==> src/rtl/layer_sequencer.sv <==
// layer_sequencer: issues stage engines in order with a per-stage watchdog and captures the final Q8.8 result
module layer_sequencer #(
  parameter int NUM_STAGES = 4,
  parameter int TIMEOUT = 100000,
  parameter bit ACT_ENABLE = 1,
  parameter int CNT_W = 32,
  localparam int SW = NUM_STAGES > 1 ? $clog2(NUM_STAGES) : 1,
  localparam int WW = TIMEOUT > 1 ? $clog2(TIMEOUT) : 1
) (
  input  logic                   clk,
  input  logic                   reset,
  input  logic                   start,
  output logic [NUM_STAGES-1:0]  stage_start,
  input  logic [NUM_STAGES-1:0]  stage_done,
  input  logic signed [15:0]     stage_result,
  output logic                   busy,
  output logic                   done_out,
  output logic signed [15:0]     final_out,
  output logic                   timeout_err,
  output logic [SW-1:0]          err_stage,
  output logic [SW-1:0]          cur_stage,
  output logic [CNT_W-1:0]       run_cycles
);
  typedef enum logic [1:0] {IDLE, ISSUE, WAIT, ERROR} state_t;
  state_t state;
  logic [WW-1:0] wd;
  logic hit, last, expired;
  logic [CNT_W-1:0] cnt_inc;
  assign hit = stage_done[cur_stage];
  assign last = cur_stage == SW'(NUM_STAGES - 1);
  assign expired = wd == WW'(TIMEOUT - 1);
  assign cnt_inc = &run_cycles ? run_cycles : run_cycles + CNT_W'(1);
  // stage_start is registered on entry to ISSUE so it is high exactly while in ISSUE
  always_ff @(posedge clk or posedge reset) begin
    if (reset) begin
      state <= IDLE;
      wd <= '0;
      stage_start <= '0;
      busy <= 1'b0;
      done_out <= 1'b0;
      final_out <= '0;
      timeout_err <= 1'b0;
      err_stage <= '0;
      cur_stage <= '0;
      run_cycles <= '0;
    end else begin
      stage_start <= '0;
      unique case (state)
        IDLE: if (start) begin
          state <= ISSUE;
          stage_start <= NUM_STAGES'(1);
          busy <= 1'b1;
          done_out <= 1'b0;
          timeout_err <= 1'b0;
          cur_stage <= '0;
          run_cycles <= '0;
        end
        ISSUE: begin
          state <= WAIT;
          wd <= '0;
          run_cycles <= cnt_inc;
        end
        WAIT: begin
          if (!(hit && last)) run_cycles <= cnt_inc;
          if (hit && last) begin
            final_out <= (ACT_ENABLE && stage_result[15]) ? '0 : stage_result;
            done_out <= 1'b1;
            busy <= 1'b0;
            state <= IDLE;
          end else if (hit) begin
            cur_stage <= cur_stage + 1'b1;
            stage_start <= NUM_STAGES'(1) << (cur_stage + 1'b1);
            state <= ISSUE;
          end else if (expired) begin
            state <= ERROR;
          end else begin
            wd <= wd + 1'b1;
          end
        end
        ERROR: begin
          timeout_err <= 1'b1;
          err_stage <= cur_stage;
          done_out <= 1'b1;
          busy <= 1'b0;
          state <= IDLE;
        end
        default: state <= IDLE;
      endcase
    end
  end
endmodule

==> config.mk <==
export PLATFORM = sky130hd
export DESIGN_NAME = layer_sequencer
export DESIGN_NICKNAME = d
export VERILOG_FILES = /design/src/rtl/layer_sequencer.sv
export SDC_FILE = /design/constraint.sdc
export NUM_CORES = 1
export LEC_CHECK = 0
export ABC_AREA = 1
export ABC_CLOCK_PERIOD_IN_PS = 2300
export CORE_ASPECT_RATIO = 1.25
export CORE_MARGIN = 5
export CORE_UTILIZATION = 48
export DETAILED_ROUTE_END_ITERATION = 10
export HOLD_SLACK_MARGIN = 0.06
export PLACE_DENSITY = 0.73
export SETUP_SLACK_MARGIN = 0.02
export SLEW_MARGIN = 20
export SYNTH_ARGS = -nofsm -noshare
export SYNTH_HDL_FRONTEND = slang
export SYNTH_SLANG_ARGS = --single-unit
==> constraint.sdc <==
create_clock -name clk -period 2.3 [get_ports clk]
set_clock_uncertainty 0.05 [all_clocks]
set_input_delay 0.46 -clock clk [delete_from_list [all_inputs] [get_ports clk]]
set_output_delay 0.46 -clock clk [all_outputs]
set_load 0.02 [all_outputs]
# Word-level counts from Yosys, hierarchy flattened
# Cells that the tools add are included.
# op_classes
n_addsub	3
n_eq_ne	12
n_mux	31
order_cmp	1
shifts	1
n_reduce_logical	15
# op_table
op	n
32-bit 2-to-1 mux	3
32-bit one-hot mux with 3 select lines	1
17-bit 2-to-1 mux	3
17-bit one-hot mux with 2 select lines	1
32-bit by 1-bit adder with 32-bit output (second input constant)	1
32-bit AND reduction	1
17-bit by 1-bit adder with 17-bit output (second input constant)	1
17-bit equality test (second input constant)	1
15-bit 2-to-1 mux	1
2-bit 2-to-1 mux	7
2-bit != test (second input constant)	6
4-bit 2-to-1 mux	2
2-bit one-hot mux with 4 select lines	1
4-bit one-hot mux with 2 select lines	1
4-bit AND reduction	2
2-bit equality test (second input constant)	3
1-bit 2-to-1 mux	6
1-bit one-hot mux with 3 select lines	2
2-bit AND reduction	3
3-bit AND reduction	2
2-bit nonzero test	3
3-bit nonzero test	2
4-bit != test (second input constant)	1
2-bit one-hot mux with 2 select lines	1
8 further kinds	8
# word_totals
inputBits	23
elab_cells	73
output_inout_bits	59
regBits	78

# Depth between registers and ports, before layout
# logic_depth
depth_word	5
mapped_depth	12
ltp_nobuf	11

# Least setup slack after synthesis
# Ideal clock, no wire load.
# synth_path
kind	reg2reg
startpoint	register run_cycles[0]
endpoint	register run_cycles[1]
slack_ns	0.438
path_buffers	1
arrival_time_ns	1.695
required_time_ns	2.133
path_stages_with_launch	12
setup_ns	0.117
synth_period_minus_slack_ns	1.862
path_cell_list	dfrtp_1 > ha_1 > nand2_1 > nor2_4 > nand2_4 > nor2_8 > nand2_1 > nand2_2 > nand2_4 > buf_2 > nand3b_1 > nand2_1
# synth_between
elab_chain_len	4
word_cells_on_any_way	5
cone_classes	add/sub: 1; mux: 3; reduce/logical: 1
# synth_rtl
element	line_no	text
from (decl)	22	output logic [CNT_W-1:0] run_cycles
from (signal assigned)	61	run_cycles <= cnt_inc;
from (signal assigned)	64	if (!(hit && last)) run_cycles <= cnt_inc;
32-bit by 1-bit adder with 32-bit output or 32-bit AND reduction (tied branches)	32	assign cnt_inc = &run_cycles ? run_cycles : run_cycles + CNT_W'(1);
32-bit 2-to-1 mux (*)	32	
32-bit 2-to-1 mux	64	
32-bit one-hot mux with 3 select lines (*)	48	unique case (state)
# Every way passes the cells marked *; elsewhere a longest branch is shown, timed or not. The select of a mux whose other input is x is not followed.
# A chain may end at the register's enable or synchronous reset.

# Final worst setup path
# layout_path
startpoint	register run_cycles[0]
endpoint	register run_cycles[27]
# Same word-level chain as after synthesis.

==> flow_summary_export.csv <==
group,metric,value,unit
clock_network,cts_root_buf,"clkbuf_16",
layout,final-instance-count-excl-fill,918,
timing,report.final.hold_viol_count,0,
setup_path,timing.critical_path.mode_cell,"nand2_1",
synthesis,synthMostInstantiatedCell,"nand2_1",
setup_path,worstSetupPathType,"flip-flop to flip-flop",
placed_design,placement.io_buffers,80,
power,total_leakage_power,2.83,nW
synthesis,yosys-top-cells-count,"nand2_1, nor2_1, dfrtp_1",
layout,multi_input_comb_area,0.00248,sq mm
clock_network,htree_levels,3,
run_status,status,"completed",
floorplanning,io_pins,82,
clock_network,holdBufCountCts,0,
routing,drcViolationCount,0,
synthesis,synthesis.instances,704,
clock_network,cts.sinks,77,
timing,period_minus_slack,2.08,ns
power,ir_worst_vdd,0.689,mV
floorplanning,starting_density_of_the_core,49.2,%
layout,fin_area,0.00598,sq mm
min_path,min_path_type,"flip-flop to flip-flop",
placed_design,routability_driven_placement_congestion_ratio,0.871,
synthesis,synth_cell_types,32,
clock_network,cts_repair_resize_count,0,
layout,areaGrowthSynthToFinish,26.6,%
timing,hold_ws,0.423,ns
placed_design,post-place-cells,902,
setup_path,endpoint_kind,"flip-flop",
job,max_cap_viol_count,0,
timing,slew_hr,65.3,%
routing,drt_wirelength,11.8,mm
floorplanning,die_height,121,um
floorplanning,dieArea,0.0119,sq mm
setup_path,worst_path_dominant_cell_family,"simple AND/OR/NAND/NOR gates",
floorplanning,dieWidth,98.7,um
setup_path,timing.critical_path.from_type,"flip-flop",
synthesis,yosys_warnings,0,
placed_design,dp_hpwl,8.66,mm
layout,drive_above_1_share,5.30,%
global_routing,global_router_s_overall_resource_usage,20.7,%
routing,post_drt_wl_per_cell,12.9,um
floorplanning,core,0.00961,sq mm
synthesis,yosys_register_bits,77,
timing,final-setup-viol-count,0,
synthesis,synth_top_cells_by_area,"dfrtp_1, nand2_1, nor2_1",
synthesis,post-synth-top-area-cell,"dfrtp_1",
clock_network,numCtsBuffers,9,
synthesis,syn_nets,739,
timing,rsz0062_at_grt,"no",
synthesis,dominantRegCellSynth,"dfrtp_1",
synthesis,synth_largest_type_area_fraction,40.8,%
synthesis,mappedNetlistArea,0.00472,sq mm
clock_network,clk_latency,0.34,ns
floorplanning,placement_rows,40,
routing,drtPass1Iterations,4,
timing,drv_slew,0,
setup_path,critical_path_fanout_max,32,
placed_design,post-place-ws,0.211,ns
routing,avgViaCountPerCell,5.01,
timing,timing.fmax,0.481,GHz
routing,ant_nets,0,
clock_network,cts-root-to-sink-buffers,2,
layout,filler_cell_count,906,
global_routing,grt-ovfl-total,0,
routing,dr_total_vias,4600,
synthesis,postSynthAreaPerCell,6.71,sq um
clock_network,cts_post_setup_buffers_inserted,0,
placed_design,placement.cell_area,0.00569,sq mm
power,pwr_density_cell,853,mW/mm^2
power,power.total,5.10,mW
timing,final_cycle_utilization_of_the_critical_path,90.3,%
setup_path,crit_chain,"ha_1 -> nand2_1 -> nor2_4 -> nand2_4 -> nor2_8 -> nand2_1 -> nand2_2 -> nand2_4 -> nand2_4 -> nand2_1 -> nand2_1",
setup_path,slowest_delay,0.40,ns
setup_path,crit_buf_inv,0,
routing,dr.first_iter.drc_count,238,
layout,utilization,62.2,%
synthesis,asyncSetResetFlopFracSynth,100,%
layout,ff_latch_area,0.00193,sq mm
timing,worst_setup_margin,0.222,ns
setup_path,critical-path-slowest-cell,"dfrtp_1",
synthesis,synth_seq_area_share,40.8,%
global_routing,grt_pass1_wl,20.2,mm
setup_path,required,2.52,ns
global_routing,largest_net_degree_at_the_start_of_global_routing,33,
timing,timing.setup.tns,0,ns
timing,worst_pin_slew,0.520,ns
synthesis,synth_enable_flop_cells,0,
setup_path,cp_data_arrival_time,2.30,ns
clock_network,cts_tree,"built",
global_routing,first_global_vias,4581,
layout,nNetsFinal,822,
global_routing,antenna_found_initial,0,
clock_network,worst_setup_hold_path_clk_slew,0.06,ns
layout,n_antenna_cell,0,
## area by class of cell
cell class	count	area share, %
Tap cell	126	2.64
Sequential cell	77	32.2
Inverter	56	3.58
Clock buffer	9	3.77
Timing Repair Buffer	91	15.2
Clock inverter	7	1.11
Multi-Input combinational cell	552	41.5
## placed cells by master (no fill, tap or decap), drive strengths merged
cell type,count
clkinv,6
a21boi,1
nor2,117
bufinv,1
and2,2
a21oi,6
nand3b,2
clkbuf,9
conb,1
inv,54
ha,12
o21ai,25
nor3,8
nand3,50
nor3b,5
o21bai,3
a31oi,1
nand4,4
clkinvlp,2
dfrtp,77
buf,11
xor2,8
xnor2,5
nand2,302
clkdlybuf4s50,80
## power breakdown
part	internal (mW)	switching (mW)
Sequential	1.51	0.127
Clock	0.834	0.570
Combinational	0.653	1.41
## cells by family after synthesis
logic type / after synthesis / synth area share (%)
buf+inv: 75 / 6.65
other cells: 1 / 0.0794
compound gates: 36 / 4.13
flops: 77 / 40.8
fa+ha+maj: 12 / 3.18
simple gates: 490 / 42.8
xor+xnor: 13 / 2.41
## tightest hold or removal path, delay by kind of cell (launching register included)
family / cells / cell delay [ns]
AND/OR/NAND/NOR: 2 / 0.09
flip-flops: 1 / 0.35
## flip-flops by register name (all words and copies together), names as in the netlist
register	flops
run_cycles	32
state	2
cur_stage	2
final_out	15
wd	17
done_out	1
err_stage	2
timeout_err	1
busy	1
stage_start	4
## layer usage
metal	vias up	part of all wire, %	track usage, %
met4	0	1.8	8.45
li1	2339	-	-
met3	21	4.3	3.62
met1	2134	41	23.0
met5	-	0	0
met2	106	53	38.6
## final timing paths
kind	startpoint	endpoint	slack, ns	cells after the start
worst max register to register	run_cycles[0]	run_cycles[27]	0.22	11
worst min register to register	busy	busy	0.42	2
max in group asynchronous	reset	wd[0]	1.23	3
min in group asynchronous	reset	run_cycles[18]	0.46	2
worst min-delay path	busy	busy	0.42	2
worst max-delay path	run_cycles[0]	run_cycles[27]	0.22	11
(Power assumes the default switching activity.)
